$ cat config.mk
export PLATFORM = sky130hd
export DESIGN_NAME = fetch_unit
export DESIGN_NICKNAME = d
export VERILOG_FILES = /design/src/rtl/fetch_pkg.sv /design/src/rtl/next_pc_calc.sv /design/src/rtl/fetch_unit.sv
export SDC_FILE = /design/constraint.sdc
export NUM_CORES = 1
export LEC_CHECK = 0
export ABC_CLOCK_PERIOD_IN_PS = 1900
export CORE_ASPECT_RATIO = 1.5
export CORE_UTILIZATION = 30
export DETAILED_ROUTE_END_ITERATION = 16
export GPL_TIMING_DRIVEN = 0
export PLACE_DENSITY = 0.62
export SLEW_MARGIN = 20
export SYNTH_ARGS = -nofsm -noshare
export SYNTH_HDL_FRONTEND = slang
export SYNTH_HIERARCHICAL = 1
export SYNTH_SLANG_ARGS = --single-unit
$ cat constraint.sdc
create_clock -name clk -period 1.9 [get_ports clk]
set_input_delay 0.38 -clock clk [delete_from_list [all_inputs] [get_ports clk]]
set_output_delay 0.38 -clock clk [all_outputs]
set_load 0.01 [all_outputs]
$ cat src/rtl/fetch_pkg.sv
// ============================================================================
// fetch_pkg : shared FSM state type, default sizes and redirect field widths
//             for the fetch_unit block (ERR state only with FETCH_BOUND_CHECK_EN)
// Revision  : 1.0
// ============================================================================
`default_nettype none

package fetch_pkg;

  localparam int FETCH_MEM_WAIT_DFLT  = 2;
  localparam int FETCH_MEM_BYTES_DFLT = 32;
  localparam int BR_OFF_W             = 16;
  localparam int JMP_TGT_W            = 26;

  typedef enum logic [1:0] {
    ST_WAIT  = 2'd0,
    ST_VALID = 2'd1
`ifdef FETCH_BOUND_CHECK_EN
    ,
    ST_ERR   = 2'd2
`endif
  } fetch_state_e;

endpackage

`default_nettype wire

$ cat src/rtl/next_pc_calc.sv
// ============================================================================
// next_pc_calc : combinational next-PC selection (jump > branch > sequential),
//                result is unwrapped; range handling lives in fetch_unit
// Revision     : 1.0
// ============================================================================
`default_nettype none

module next_pc_calc
  import fetch_pkg::*;
(
  input  logic [31:0]          pc,
  input  logic                 branch_taken,
  input  logic [BR_OFF_W-1:0]  branch_offset,
  input  logic                 jump,
  input  logic [JMP_TGT_W-1:0] jump_target,
  output logic [31:0]          pc_plus4,
  output logic [31:0]          next_pc
);

  logic [31:0] br_disp;

  assign pc_plus4 = pc + 32'd4;
  // Word offset sign-extended and scaled to bytes.
  assign br_disp  = {{(30-BR_OFF_W){branch_offset[BR_OFF_W-1]}}, branch_offset, 2'b00};

  always_comb begin
    next_pc = pc_plus4;
    if (jump) begin
      next_pc = {pc_plus4[31:28], jump_target, 2'b00};
    end else if (branch_taken) begin
      next_pc = pc_plus4 + br_disp;
    end
  end

endmodule

`default_nettype wire

$ cat src/rtl/fetch_unit.sv
// ============================================================================
// fetch_unit : PC owner and instruction-memory address sequencer with fixed
//              access latency; optional range check via FETCH_BOUND_CHECK_EN
// Revision   : 1.0
// ============================================================================
`default_nettype none

module fetch_unit
  import fetch_pkg::*;
#(
  parameter int          MEM_BYTES = FETCH_MEM_BYTES_DFLT,
  parameter int          MEM_WAIT  = FETCH_MEM_WAIT_DFLT,
  parameter logic [31:0] RESET_PC  = 32'h0
)(
  input  logic                 clk,
  input  logic                 rst_n,
  input  logic                 stall,
  input  logic                 branch_taken,
  input  logic [BR_OFF_W-1:0]  branch_offset,
  input  logic                 jump,
  input  logic [JMP_TGT_W-1:0] jump_target,
  output logic [31:0]          read_address,
  output logic [31:0]          pc_out,
  output logic [31:0]          pc_plus4,
  output logic                 inst_valid
`ifdef FETCH_BOUND_CHECK_EN
  ,
  output logic                 addr_err
`endif
);

  localparam int               CNT_W     = (MEM_WAIT > 1) ? $clog2(MEM_WAIT) : 1;
  localparam logic [CNT_W-1:0] CNT_LAST  = CNT_W'(MEM_WAIT - 1);
  localparam logic [31:0]      ADDR_MASK = 32'(MEM_BYTES - 1);
`ifdef FETCH_BOUND_CHECK_EN
  localparam logic [31:0]      PC_MAX    = 32'(MEM_BYTES - 4);
`endif

  fetch_state_e     state, state_nxt;
  logic [CNT_W-1:0] wait_cnt, cnt_nxt;
  logic [31:0]      pc, pc_nxt;
  logic [31:0]      next_pc;

  next_pc_calc u_next_pc_calc (
    .pc            (pc),
    .branch_taken  (branch_taken),
    .branch_offset (branch_offset),
    .jump          (jump),
    .jump_target   (jump_target),
    .pc_plus4      (pc_plus4),
    .next_pc       (next_pc)
  );

  always_ff @(posedge clk) begin
    if (!rst_n) begin
      state    <= ST_WAIT;
      wait_cnt <= '0;
      pc       <= RESET_PC;
    end else begin
      state    <= state_nxt;
      wait_cnt <= cnt_nxt;
      pc       <= pc_nxt;
    end
  end

  // Address only changes when an unstalled VALID cycle retires the instruction.
  always_comb begin
    state_nxt = state;
    cnt_nxt   = wait_cnt;
    pc_nxt    = pc;
    case (state)
      ST_WAIT: begin
        if (wait_cnt == CNT_LAST) begin
          state_nxt = ST_VALID;
        end else begin
          cnt_nxt = wait_cnt + CNT_W'(1);
        end
      end
      ST_VALID: begin
        if (!stall) begin
`ifdef FETCH_BOUND_CHECK_EN
          if (next_pc > PC_MAX) begin
            state_nxt = ST_ERR;
          end else begin
            pc_nxt    = next_pc;
            cnt_nxt   = '0;
            state_nxt = ST_WAIT;
          end
`else
          pc_nxt    = next_pc & ADDR_MASK;
          cnt_nxt   = '0;
          state_nxt = ST_WAIT;
`endif
        end
      end
      default: begin
        state_nxt = state;
      end
    endcase
  end

  assign read_address = pc;
  assign pc_out       = pc;
  assign inst_valid   = (state == ST_VALID);
`ifdef FETCH_BOUND_CHECK_EN
  assign addr_err     = (state == ST_ERR);
`endif

endmodule

`default_nettype wire
### Yosys cells after proc, flatten, opt, wreduce, memory -nomap -nowiden

Index checks and enable logic that the tools add are counted.

* bits in writable memories: 0
* bits in latches: 0
* flip-flop bits (word level): 8
* ROM bits: 0
* memories kept: 0

* $add $sub $neg: 3
* bitwise gates (word level): 1
* multiply operators: 0
* shifts and indexed selects: 0
* divide/modulo/power cells: 0
* muxes and demuxes: 8
* reduce and logical (&&, ||, !) cells: 5
* equality and inequality tests: 3
* order comparisons: 0

Operators by type and width (number)
* two-way mux 5 bit: 2
* adder 5 x 3 -> 6 bit (second input constant): 1
* adder 5 bit: 1
* two-way mux 2 bit: 2
* != test 2 bit (second input constant): 2
* one-hot mux 2 bit (2 select lines): 1
* AND reduction 2 bit: 2
* AND reduction 3 bit: 1
* == test 2 x 1 -> 1 bit (second input constant): 1
* logical NOT 2 bit: 1
* two-way mux 1 bit: 2
* one-hot mux 1 bit (2 select lines): 1
* nonzero test 2 bit: 1
* adder 1 bit (second input constant): 1
* inverter 1 bit: 1

### Longest topological paths before layout

Gate-level depths: netlist of run 1.

* word-level depth: 4
* gate-level depth with buffers: 9
* gate-level depth less buffers: 9

### Hierarchy

Netlist of run 1, hierarchy kept.

By module, submodules not included
* next_pc_calc: seq. area each 0.0 sq um, times used 1, cells an instance 413, area each 2798.9 sq um
* fetch_unit: seq. area each 140.1 sq um, times used 1, cells an instance 89, area each 734.5 sq um

### Least setup slack after synthesis of run 1

No wires, ideal clock.

* path kind: flip-flop to flip-flop
* start point: reg pc[2] (netlist: pc_out[2])
* end point: reg pc[4] (netlist: pc_out[4])
* data required time: 1.828 ns
* arrival time: 1.887 ns
* library setup time: 0.072 ns
* cell stages (with the launch flop): 10
* slack: -0.058 ns
* path through: dfxtp_1 > ha_1 > xor2_1 > ha_1 > xnor2_1 > nand2_1 > o21ai_0 > o21ai_0 > nand2_1 > mux2i_1

* word-level cells in the longest chain between the ends: 4

Ends and longest elaborated chain
* start: declaration: RTL line fetch_unit.sv:41 `logic [31:0] pc, pc_nxt;`
* start signal: assignment: RTL line fetch_unit.sv:62 `pc <= pc_nxt;`
* adder 5 x 3 -> 6 bit *: RTL line next_pc_calc.sv:22 `assign pc_plus4 = pc + 32'd4;`
* via pc_plus4[4]: RTL line fetch_unit.sv:24 `output logic [31:0] pc_plus4,`
* adder 5 bit: RTL line next_pc_calc.sv:31 `next_pc = pc_plus4 + br_disp;`
* two-way mux 5 bit *: RTL line next_pc_calc.sv:30 `end else if (branch_taken) begin`
* two-way mux 5 bit *: RTL line next_pc_calc.sv:28 `if (jump) begin`
* via next_pc[4]: RTL line fetch_unit.sv:42 `logic [31:0] next_pc;`

Mark *: on every way through the listed nets, which the timed path passes. The rest lies on a longest branch.
A chain may end at the register's enable or synchronous reset.

### Worst setup path after layout of run 1

* start point: reg pc[4] (netlist: pc_out[4])
* end point: out pc_plus4[5]

* word-level cells in the longest chain between the ends: 1

Ends and longest elaborated chain (RTL line)
* adder 5 x 3 -> 6 bit: next_pc_calc.sv:22
* end: declaration: fetch_unit.sv:24

Every way passes these cells.

==> results of run 1 <==
## per-layer routing
layer	wire (microns)	GRT usage (%)
met3	245	1.61
met4	14	3.17
met1	908	9.75
met2	1560	22.1
met5	0	0
## worst max-delay path, cell delays in order, from the launching register on
cell	delay, ps
dfxtp_4	390
nand3_1	100
xnor2_1	150
clkdlybuf4s50_1	560
## where the power goes
group	leakage, nW	switching, W	internal, W
sequential	0.0592	0.00000835	0.000152
combinational	1.25	0.000162	0.000164
clock	0.0228	0.0000711	0.000146
## cell usage in the layout, fill, tap and decap left out, drive strengths merged
cell / instances
nand2: 28
clkbuf: 8
nor2b: 4
dfxtp: 7
xor2: 9
or3b: 1
nor3: 1
and4: 1
conb: 139
nand4: 8
nor2: 10
clkdlybuf4s50: 23
o21ai: 4
a21boi: 1
xnor2: 20
inv: 4
fa: 1
and2: 1
dlygate4sd2: 1
nor4: 1
buf: 66
ha: 3
mux2: 1
mux2i: 7
dlymetal6s2s: 1
nand3: 8
and3: 5
## state kept, by name, indices dropped and copies added (netlist names)
register / count
wait_cnt: 1
state: 1
pc_out: 5
## worst max path at each step
stage	startpoint	endpoint	slack, ps	cells past startpoint
6_report	pc_out[4]	pc_plus4[5]	90	3
5_1_grt	branch_offset[0]	pc_out[4]	30	9
4_1_cts	pc_out[2]	pc_plus4[3]	2	2
3_5_place_dp	branch_offset[0]	pc_out[4]	-150	9
3_3_place_gp	branch_offset[0]	pc_out[4]	-150	9
2_1_floorplan	pc_out[2]	pc_out[4]	6	9
## final cells by class
class                   count  area [sq um]  share of cell area [%]
plain buffers              70           532                    22.1
clock buffers               4          45.0                    1.87
inverters                   4          15.0                   0.624
multi-input cells         253          1330                    55.3
flip-flops and latches      7           149                    6.19
well taps                  66          82.6                    3.43
repair buffers             25           251                    10.5
## through the flow
| stage | utilization (%) | power, W | TNS [ps] | cells | worst slack [ps] |
|---|---|---|---|---|---|
| 2_1_floorplan | - | 0.000427 | 0 | 334 | 6.46 |
| 3_3_place_gp | 48.6 | 0.000477 | -250 | 425 | -152 |
| 3_5_place_dp | 48.6 | 0.000478 | -257 | 425 | -151 |
| 4_1_cts | 49.8 | 0.000700 | 0 | 429 | 2.16 |
| 5_1_grt | 50.0 | 0.000762 | 0 | 429 | 32.7 |
| 6_report | 50.0 | 0.000703 | 0 | 429 | 90.8 |
## what timing repair did
action,CTS,global route
setup endpoints to repair,4,3
resized for setup,6,5
hold buffers,0,0
==> flow_metrics.env, run 1 <==
export IMPL_status="complete, no violations"
export IMPL_vias=1345
export IMPL_grt_overflow=0
export IMPL_crit_type="reg2out"
export IMPL_ir_drop_mv=0.322
export IMPL_ant_nets=0
export IMPL_tritoncts="yes"
export IMPL_required_ps=1520
export IMPL_yosysWarnings=6
export IMPL_cts_root_buffer_cell="clkbuf_8"
export IMPL_vias_per_cell=3.14
export IMPL_grt_max_degree=11
export IMPL_netlist_instances=196
export IMPL_rsz0062_at_grt="false"
export IMPL_wire_per_inst_microns=6.35
export IMPL_antennaDiodeCount=0
export IMPL_finalCritPeriodShare_pct=95.2
export IMPL_clk_latency_ps=230
export IMPL_crit_fanout=9
export IMPL_fin_area_sq_um=2410
export IMPL_p_per_area_nw_per_um2=292
export IMPL_gp_congestion=0.659
export IMPL_htreeDepth=1
export IMPL_postCtsSetupRepairBufs=0
export IMPL_end_kind="output port"
export IMPL_hold_end="pc_out[0]"
export IMPL_skew_ps=0.996
export IMPL_area_delta_synth_final_pct=61.7
export IMPL_grt_usage_pct=10.5
export IMPL_die_area_sq_um=5250
export IMPL_antenna_found_initial=0
export IMPL_clock_path_buffers=2
export IMPL_min_period_ps=1810
export IMPL_timing_rr_end="pc_out[4]"
export IMPL_clk_pin_slew_ps=40
export IMPL_layout_drive_gt1_share_pct=23.7
export IMPL_drt_iter0_markers=31
export IMPL_first_pass_iters=4
export IMPL_row_count=31
export IMPL_fmax_mhz=553
export IMPL_cts_buffers=3
export IMPL_maxCapViolCount=0
export IMPL_grt_pass1_wl_mm=4.40
export IMPL_crit_arrival_ps=1430
export IMPL_whs_ps=438
export IMPL_start_kind="register"
export IMPL_portBuffers=25
export IMPL_io_pins=144
export IMPL_cts_sinks=7
export IMPL_leakage_nw=1.33
export IMPL_min_from="jump"
export IMPL_core_sq_um=4810
export IMPL_ff2ff_setup_slack_ps=180
export IMPL_fp_dieH_microns=88.2
export IMPL_postPlaceCellArea_sq_um=2340
export IMPL_nets=415
export IMPL_grt_pass1_vias=1084
export IMPL_ff2ff_path_depth=9
export IMPL_setup_violations=0
export IMPL_syn_area_per_cell_sq_um=7.59
export IMPL_slew_violations=0
export IMPL_r2r_start="pc_out[2]"
export IMPL_hold_depth=4
export IMPL_totalWireLength_mm=2.72
export IMPL_start_util_pct=30.9
export IMPL_netlist_area_sq_um=1490
export IMPL_hold_viol=0
export IMPL_hpwl_mm=2.50
export IMPL_die_x_microns=59.5
export IMPL_fillers=506
export IMPL_hold_path_class="in2reg"
export IMPL_drc=0
Power figures use the tool's default switching activity.
==> inputs of run 2 (changes only) <==
--- a/config.mk
+++ b/config.mk
@@ -6,8 +6,8 @@
 export NUM_CORES = 1
 export LEC_CHECK = 0
 export ABC_CLOCK_PERIOD_IN_PS = 1900
-export CORE_ASPECT_RATIO = 1.5
 export CORE_UTILIZATION = 30
+export CTS_BUF_LIST = sky130_fd_sc_hd__clkbuf_16
 export DETAILED_ROUTE_END_ITERATION = 16
 export GPL_TIMING_DRIVEN = 0
 export PLACE_DENSITY = 0.62
==> run 2 against run 1 <==
Compared with the run above:
- non-clock buffer count unchanged
- hold slack gained 16 ps
- sequential share of layout area down 0.22 points
- first-iteration DRC count is 55% lower
- critical endpoint unchanged
- setup slack got worse by 14 ps
- clock skew about the same
- flip-flop and latch count unchanged
- core utilization rose by 1.5 points
- clock power up 62%
- global-route usage shrank 0.73 points
==> flow_metrics.env, run 2 (synthesis gave the netlist of run 1 again) <==
export IMPL_status="complete, no violations"
export IMPL_tritoncts="yes"
export IMPL_crit_type="reg2out"
export IMPL_nets=415
export IMPL_grt_overflow=0
export IMPL_wire_per_inst_microns=6.07
export IMPL_utilization_pct=51.6
export IMPL_vias_per_cell=3.07
export IMPL_cts_root_buffer_cell="clkbuf_16"
export IMPL_dp_cells=426
export IMPL_clk_latency_ps=230
export IMPL_totalWireLength_mm=2.61
export IMPL_mostFrequentLayoutCell="conb_1"
export IMPL_htreeDepth=1
export IMPL_antennaDiodeCount=0
export IMPL_ctsResizeCount=5
export IMPL_row_count=25
export IMPL_end_kind="output port"
export IMPL_path_cells="nand3_1 > xnor2_1 > clkdlybuf4s50_1"
export IMPL_fp_dieH_microns=72.4
export IMPL_finalCritPeriodShare_pct=96.0
export IMPL_antenna_found_initial=0
export IMPL_postCtsSetupRepairBufs=0
export IMPL_fin_cells=430
export IMPL_hold_path_class="in2reg"
export IMPL_r2r_start="pc_out[2]"
export IMPL_cts_buffers=3
export IMPL_leakage_nw=1.35
export IMPL_drt_iter0_markers=14
export IMPL_fillers=511
export IMPL_totalPowerFinal_w=0.000840
export IMPL_cts_hold_buffers_added=0
export IMPL_ant_nets=0
export IMPL_layout_common_cells="conb_1 (139), buf_4 (63), nand2_1 (28), clkdlybuf4s50_1 (23), xnor2_1 (19)"
export IMPL_setup_violations=0
export IMPL_slowest_stage="clkdlybuf4s50_1"
export IMPL_cts_sinks=7
export IMPL_ir_drop_mv=0.233
export IMPL_start_util_pct=31.3
export IMPL_min_from="jump"
export IMPL_portBuffers=25
export IMPL_skew_ps=1.40
export IMPL_grt_usage_pct=9.74
export IMPL_crit_family="buffers and inverters"
export IMPL_clk_pin_slew_ps=30
export IMPL_hpwl_mm=2.36
export IMPL_fmax_mhz=548
export IMPL_die_x_microns=72.4
export IMPL_required_ps=1520
export IMPL_crit_buf_inv=1
export IMPL_clock_path_buffers=2
export IMPL_grt_max_degree=11
export IMPL_die_area_sq_um=5240
export IMPL_maxCapViolCount=0
export IMPL_io_pins=144
export IMPL_rsz0062_at_grt="false"
export IMPL_core_sq_um=4750
export IMPL_crit_fanout=8
export IMPL_drc=0
export IMPL_hold_viol=0
export IMPL_start_kind="register"
export IMPL_layout_drive_gt1_share_pct=24.0
export IMPL_largest_reg_flops=5
export IMPL_first_pass_iters=4
export IMPL_critPathMaxStageDelay_ps=550
export IMPL_grt_pass1_vias=1041
export IMPL_p_per_area_nw_per_um2=343
export IMPL_grt_pass1_wl_mm=4.16
export IMPL_gp_congestion=0.688
export IMPL_area_delta_synth_final_pct=64.8
export IMPL_timing_critical_path_from="pc_out[2]"
export IMPL_crit_arrival_ps=1440
export IMPL_min_period_ps=1820
export IMPL_vias=1319
export IMPL_slew_violations=0
run 2: per-stage QoR:
| stage | area [sq um] | setup slack, ps | TNS (ps) | hold slack (ps) |
|---|---|---|---|---|
| after global routing | 2450 | 4.50 | 0 | 476 |
| after floorplan | 2010 | 6.46 | 0 | 443 |
| after global placement | 2340 | -166 | -249 | 452 |
| after detailed placement | 2340 | -175 | -285 | 456 |
| final | 2450 | 76.7 | 0 | 454 |
| after CTS | 2420 | 0.939 | 0 | 455 |
run 2: where the power goes:
group	switching (W)	internal, W
Sequential	0.00000907	0.000154
Combinational	0.000161	0.000165
Clock	0.0000783	0.000274
run 2: final timing paths:
kind | endpoint | slack (ps) | depth (start not counted)
min reg2reg | wait_cnt | 460 | 2
min | pc_out[1] | 450 | 4
max reg2reg | pc_out[4] | 190 | 9
max | pc_plus4[5] | 80 | 3
run 2: tightest hold or removal path, cell delays in order:
cell and delay (ps):
clkbuf_1 90, nor2b_1 50, nand2_1 50, mux2i_1 60
run 2: cell type report:
class / count / area, sq um / area share (%)
Buffer: 70 / 532 / 21.7
Clock buffer: 3 / 75.1 / 3.06
Clock inverter: 1 / 3.75 / 0.153
Inverter: 4 / 15.0 / 0.613
Multi-Input combinational cell: 253 / 1340 / 54.8
Sequential cell: 7 / 146 / 5.97
Tap cell: 67 / 83.8 / 3.42
Timing Repair Buffer: 25 / 251 / 10.3
run 2: layer usage:
layer  up-vias  part of all wire, %  global-route usage [%]
li1        763                    -                       -
met1       504                   38                    10.8
met2        49                   51                    18.1
met3         3                  9.6                    2.78
met4         0                 0.88                    2.61
met5         -                    0                       0
